===== config.mk =====
export PLATFORM = sky130hd
export DESIGN_NAME = fx_kport
export DESIGN_NICKNAME = d
export VERILOG_FILES = /design/src/rtl/fx_kport_pkg.sv /design/src/rtl/fx_kport_tick.sv /design/src/rtl/fx_kport.sv
export SDC_FILE = /design/constraint.sdc
export NUM_CORES = 1
export LEC_CHECK = 0
export ABC_AREA = 1
export BUFFER_PORTS_ARGS = -buffer_cell sky130_fd_sc_hd__buf_2
export CORE_ASPECT_RATIO = 1.4
export CORE_UTILIZATION = 30
export CTS_BUF_LIST = sky130_fd_sc_hd__clkbuf_4
export DETAILED_ROUTE_END_ITERATION = 8
export GPL_TIMING_DRIVEN = 0
export PLACE_DENSITY = 0.56
export SLEW_MARGIN = 0
export SYNTH_ARGS = -nofsm -noshare
export SYNTH_HDL_FRONTEND = slang
export SYNTH_SLANG_ARGS = --single-unit

===== constraint.sdc =====
create_clock -name CLK -period 2.1 [get_ports CLK]
set_input_delay 0.105 -clock CLK [delete_from_list [all_inputs] [get_ports CLK]]
set_output_delay 0.105 -clock CLK [all_outputs]
set_load 0.05 [all_outputs]

===== src/rtl/fx_kport_pkg.sv =====
// Shared types and constants for the fx_kport serial pad port.
// Holds the state encoding, frame lengths and idle pad levels.
package fx_kport_pkg;

  typedef enum logic [2:0] {
    ST_IDLE  = 3'd0,
    ST_LATCH = 3'd1,
    ST_LOW   = 3'd2,
    ST_HIGH  = 3'd3,
    ST_DONE  = 3'd4
  } state_t;

  localparam logic [5:0] BITS_LONG  = 6'd32;
  localparam logic [5:0] BITS_SHORT = 6'd16;

  localparam logic KP_CLK_IDLE   = 1'b1;
  localparam logic KP_DO_IDLE    = 1'b1;
  localparam logic KP_LATCH_IDLE = 1'b0;

  function automatic logic [5:0] frame_bits(input logic mod);
    return mod ? BITS_LONG : BITS_SHORT;
  endfunction

endpackage


===== src/rtl/fx_kport_tick.sv =====
// CE-gated half-period divider: strobes last on the final CE cycle of each phase.
// The count restarts whenever run is low, so every phase begins from zero.
module fx_kport_tick #(
  parameter int HALF = 8
) (
  input  logic clk,
  input  logic rst_n,
  input  logic ce,
  input  logic run,
  output logic last
);

  localparam logic [7:0] TOP = 8'(HALF - 1);

  logic [7:0] cnt_reg;

  assign last = run && (cnt_reg == TOP);

  always_ff @(posedge clk or negedge rst_n) begin
    if (!rst_n) begin
      cnt_reg <= '0;
    end else if (ce) begin
      if (!run || last) cnt_reg <= '0;
      else              cnt_reg <= cnt_reg + 8'd1;
    end
  end

endmodule


===== src/rtl/fx_kport.sv =====
// K-port serial controller: latch strobe, then N clocked bits, full-duplex or receive-only.
// Outputs are registered from the next-state values so they line up with the state register.
module fx_kport
  import fx_kport_pkg::*;
#(
  parameter int HALF = 8
) (
  input  logic        CLK,
  input  logic        RESn,
  input  logic        CE,
  input  logic        TRG,
  input  logic        MOD,
  input  logic        IOS,
  input  logic [31:0] TXD,
  output logic [31:0] RXD,
  output logic        BUSY,
  output logic        END,
  output logic        KP_LATCH,
  output logic        KP_CLK,
  output logic        KP_DO,
  input  logic        KP_DI
);

  state_t      state_reg, state_next;
  logic [31:0] shift_reg, shift_next;
  logic [5:0]  bits_reg, bits_next;
  logic        mod_reg, mod_next;
  logic        ios_reg, ios_next;
  logic [31:0] rxd_reg, rxd_next;
  logic        busy_reg, busy_next;
  logic        end_reg, end_next;
  logic        latch_reg, latch_next;
  logic        kclk_reg, kclk_next;
  logic        kdo_reg, kdo_next;
  logic        di_meta_reg, di_sync_reg;
  logic        run;
  logic        last;

  assign run = (state_reg == ST_LATCH) || (state_reg == ST_LOW) || (state_reg == ST_HIGH);

  fx_kport_tick #(.HALF(HALF)) u_tick (
    .clk  (CLK),
    .rst_n(RESn),
    .ce   (CE),
    .run  (run),
    .last (last)
  );

  // Pad input is asynchronous: resynchronise on every clock, regardless of CE.
  always_ff @(posedge CLK or negedge RESn) begin
    if (!RESn) begin
      di_meta_reg <= 1'b0;
      di_sync_reg <= 1'b0;
    end else begin
      di_meta_reg <= KP_DI;
      di_sync_reg <= di_meta_reg;
    end
  end

  always_comb begin
    state_next = state_reg;
    shift_next = shift_reg;
    bits_next  = bits_reg;
    mod_next   = mod_reg;
    ios_next   = ios_reg;
    rxd_next   = rxd_reg;
    case (state_reg)
      ST_IDLE: begin
        if (TRG) begin
          shift_next = TXD;
          bits_next  = frame_bits(MOD);
          mod_next   = MOD;
          ios_next   = IOS;
          state_next = ST_LATCH;
        end
      end
      ST_LATCH: if (last) state_next = ST_LOW;
      ST_LOW:   if (last) state_next = ST_HIGH;
      ST_HIGH: begin
        if (last) begin
          shift_next = {di_sync_reg, shift_reg[31:1]};
          bits_next  = bits_reg - 6'd1;
          if (bits_reg == 6'd1) begin
            // Capture the word on entry to DONE so RXD is valid alongside END.
            rxd_next   = mod_reg ? shift_next : {16'h0000, shift_next[31:16]};
            state_next = ST_DONE;
          end else begin
            state_next = ST_LOW;
          end
        end
      end
      ST_DONE:  state_next = ST_IDLE;
      default:  state_next = ST_IDLE;
    endcase

    busy_next  = (state_next != ST_IDLE);
    end_next   = (state_next == ST_DONE);
    latch_next = (state_next == ST_LATCH) ? 1'b1 : KP_LATCH_IDLE;
    kclk_next  = (state_next == ST_LOW) ? 1'b0 : KP_CLK_IDLE;
    kdo_next   = KP_DO_IDLE;
    if (((state_next == ST_LOW) || (state_next == ST_HIGH)) && !ios_next)
      kdo_next = shift_next[0];
  end

  always_ff @(posedge CLK or negedge RESn) begin
    if (!RESn) begin
      state_reg <= ST_IDLE;
      shift_reg <= '0;
      bits_reg  <= '0;
      mod_reg   <= 1'b0;
      ios_reg   <= 1'b0;
      rxd_reg   <= '0;
      busy_reg  <= 1'b0;
      end_reg   <= 1'b0;
      latch_reg <= KP_LATCH_IDLE;
      kclk_reg  <= KP_CLK_IDLE;
      kdo_reg   <= KP_DO_IDLE;
    end else if (CE) begin
      state_reg <= state_next;
      shift_reg <= shift_next;
      bits_reg  <= bits_next;
      mod_reg   <= mod_next;
      ios_reg   <= ios_next;
      rxd_reg   <= rxd_next;
      busy_reg  <= busy_next;
      end_reg   <= end_next;
      latch_reg <= latch_next;
      kclk_reg  <= kclk_next;
      kdo_reg   <= kdo_next;
    end
  end

  assign RXD      = rxd_reg;
  assign BUSY     = busy_reg;
  assign END      = end_reg;
  assign KP_LATCH = latch_reg;
  assign KP_CLK   = kclk_reg;
  assign KP_DO    = kdo_reg;

endmodule

==> results by group <==
Min path
  • Worst hold path endpoint: shift_reg[5]
  • Min-delay src: TXD[5]
  • Hold crit path type: primary input to flip-flop
  • WHS Path Cells: 5

Synth
  • Synth Area per Inst: approximately 8.3 µm²
  • Syn Nets: 570
  • Yosys reg bits: 90
  • Distinct cells, synth: 36
  • Area of the mapped netlist: about 4400 µm²
  • Register area share after synthesis: just over 50%
  • Yosys Warn Count: 0
  • Syn Inst Count: about 530

Clock tree
  • Max H-tree Level: 3
  • Setup bufs post-CTS: 0
  • Clk_lat worst skew: roughly 450 ps
  • CTS tree: yes
  • Clk sink count: 90
  • Clock root buffer: clkbuf_4
  • Clock slew at reported path FFs: between 100 and 150 ps
  • Inserted Clock Buffers: 9
  • CTS max path bufs: 2

Critical path
  • CP Cell Sequence: ha_1 > nand3_2 > nor2_2 > buf_6 > nand2_4 > clkbuf_1 > o21ai_0 > nand2_1 > o21ai_0
  • Top cell by count, worst path: o21ai_0
  • Largest delay share family, worst path: buffers and inverters
  • Critical Path RT: between 2000 and 2500 ps
  • RR Startpoint: u_tick.cnt_reg[0]
  • CP endpoint kind: flip-flop
  • CP Max Fanout: 10
  • Reg2reg end: shift_reg[14]
  • Critical-path top delay cell: dfrtp_1
  • CP Class: flip-flop to flip-flop
  • Buf+Inv Stages, Crit Path: 2
  • Max incr delay on CP: 430 ps
  • Worst setup SP type: flip-flop
  • R2R Setup Slk: approximately 310 ps
  • Critical Path AT: between 2000 and 2500 ps
  • Reg2reg path depth: 9

STA
  • Max Fclk: 0.5576 GHz
  • Endpoints failing setup: 0
  • Final Cycle Share: a little under nine tenths
  • Max_slew headroom: roughly 54%
  • Worst Max-Slew Pin Slew: 697.2 ps
  • Min Hold Slack: 6.808 ps
  • Layout Skew: 13.13 ps
  • RSZ-0062 raised after global routing: false
  • Final hold violation count: 0
  • Slew Limit Fails: 0
  • Setup TNS: 0 ps
  • Min Tclk post-route: 1794 ps

Global route
  • Gr busiest metal: met2
  • M1 GR Usage: a little under a fifth
  • Met2 Resource Use GR: ~30%
  • Vias in the first global route: slightly below 4000
  • GRT Util Overall: between 10% and 20%
  • Antenna violations before repair: 1
  • Met3 Track Usage GR: 2.597%
  • First-pass GRT wire length: 19020 µm
  • Aggregate global routing overflow: 0
  • Largest net degree at the start of global routing: between 50 and 60

Power
  • Sw power: around 0.0014 W
  • Switch share: roughly 34%
  • P_int: around 0.0027 W
  • Comb pwr share: ~24%
  • Cell Pwr Density: 765.8 nW/µm²
  • Register share of total power: 49.9%
  • VDD IR max: about 0.38 mV
  • LEAKAGE: between 2 and 3 nW
  • Clock network power share: between 20% and 30%

Floorplan
  • Num rows: 51
  • Die height: 144.7 µm
  • Die W: roughly 100 µm
  • Starting Density: approximately 31%
  • IO Pins: 76
  • DIE AREA: 15040 µm²
  • Core area: about 14000 µm²

Finish
  • Final cell count without fillers: around 830
  • Fill cell count: 1494
  • Nets: 687
  • Layout cell share with drive strength beyond 1: 21.30%
  • Synthesis-to-finish area growth: 24.86%
  • Final instance area: ~5400 µm²

Routing
  • Routed Antenna Nets: 0
  • Final wirelength: roughly 12000 µm
  • Routed len/inst: roughly 14 µm
  • Via/cell ratio: between 4 and 5
  • Drt pass-1 iters: 4
  • Via Count: just under 4000
  • Initial DRC Count: between 150 and 200
  • DRC viols: 0

Outcome
  • Status: finished, final reports clean

Flow run
  • Max-cap violation count: 0

Place
  • Dpl cell area: around 5000 µm²
  • Port bufs: 74
  • HPWL after DPL: 8864 µm
  • # placed instances: 788
  • Routability cong.: roughly 0.82
[cell type report]
| type | instances | area (µm²) | area share [%] |
|---|---|---|---|
| flip-flops and latches | 90 | 2255 | 41.38 |
| multi-input cells | 359 | 1735 | 31.85 |
| repair buffers | 106 | 703.2 | 12.90 |
| well taps | 185 | 231.5 | 4.248 |
| inverters | 50 | 187.7 | 3.444 |
| plain buffers | 29 | 186.4 | 3.421 |
| clock inverters | 5 | 80.08 | 1.470 |
| clock buffers | 9 | 67.56 | 1.240 |
| diodes | 1 | 2.502 | 0.04592 |
[cell usage after synthesis, drive strengths merged]
cell type / count / area (µm²)
nand2: 163 / 631.9
o21ai: 121 / 654.4
dfrtp: 88 / 2202
inv: 50 / 187.7
nor2: 29 / 127.6
buf: 18 / 143.9
nand3: 13 / 70.07
clkbuf: 11 / 42.54
a21oi: 9 / 45.04
nor3: 7 / 35.03
ha: 3 / 37.54
nand4: 3 / 40.04
dfstp: 2 / 52.55
xor2: 2 / 17.52
a22o: 1 / 8.760
a31oi: 1 / 12.51
mux2: 1 / 11.26
nand3b: 1 / 7.510
o211ai: 1 / 7.510
o21a: 1 / 7.510
o22ai: 1 / 6.260
or2: 1 / 6.260
xnor2: 1 / 8.760
[power by group through the flow]
stage,registers [W],logic [W],clock network [W]
after floorplan,0.00209,0.000646,0
after global placement,0.00211,0.000954,0
after detailed placement,0.00211,0.000976,0
after CTS,0.00208,0.00103,0.00110
after global routing,0.00210,0.00116,0.00116
final,0.00208,0.00102,0.00107
[worst register-to-register path, delay by kind of cell (launching register included)]
| kind | cells | cell delay [ps] |
|---|---|---|
| flip-flops | 1 | 430 |
| AND/OR/NAND/NOR | 4 | 320 |
| buffers and inverters | 2 | 490 |
| AO/OA/AOI/OAI | 2 | 230 |
| adder cells (fa/ha/maj) | 1 | 240 |
[routing by layer]
metal  vias to the layer above  routed length [µm]
met4                         0                 351
met5                         -                   0
met1                      1828                4805
li1                       1925                   -
met3                        24                 506
met2                       113                5949
[through the flow]
| stage | worst slack (ps) | util (%) | power, W |
|---|---|---|---|
| floorplan | 603.3 | - | 0.002740 |
| global placement | 33.23 | 35.37 | 0.003061 |
| detailed placement | 298.6 | 35.53 | 0.003089 |
| CTS | 299.3 | 38.80 | 0.004207 |
| global route | 68.80 | 38.81 | 0.004415 |
| finish | 306.4 | 38.81 | 0.004173 |
[cell usage in the layout, fill, tap and decap left out, types with 10 or more instances in the layout]
master / netlist / final
o21ai_2: 13 / 13
nand3_1: 12 / 12
o21ai_0: 97 / 97
nand2_1: 159 / 159
clkbuf_1: 10 / 10
buf_2: 7 / 80
inv_1: 46 / 46
dfrtp_1: 88 / 88
dlygate4sd3_1: 0 / 31
o21ai_1: 11 / 11
nor2_1: 27 / 27
[how the worst max path moves through the flow]
stage / from / end / slack, ps / cells past startpoint
5_1_grt: bits_reg[1] / RXD[0] / 70 / 9
3_3_place_gp: RESn / RXD[12] / 30 / 1
3_5_place_dp: bits_reg[1] / RXD[29] / 300 / 9
2_1_floorplan: u_tick.cnt_reg[0] / bits_reg[0] / 600 / 10
6_report: u_tick.cnt_reg[0] / shift_reg[14] / 310 / 9
4_1_cts: bits_reg[1] / RXD[29] / 300 / 9
[logic make-up (layout without fill, tap and decap cells)]
family                   Yosys count  after routing  share of synthesized area [%]
adder cells (fa/ha/maj)            3              3                         0.8602
flip-flops                        90             90                          51.66
multiplexers                       1              1                         0.2580
XOR/XNOR                           3              3                         0.6022
other                              0              1                              0
buffers and inverters             79            199                          8.572
AND/OR/NAND/NOR                  217            217                          21.04
AO/OA/AOI/OAI                    135            135                          17.00
[what timing repair did]
item / in CTS / in global routing
hold buffers: 31 / 0
endpoints found under the hold margin: 80 / 0
resized for setup: 0 / 0
Note: power is estimated with default switching activity, not from simulation.
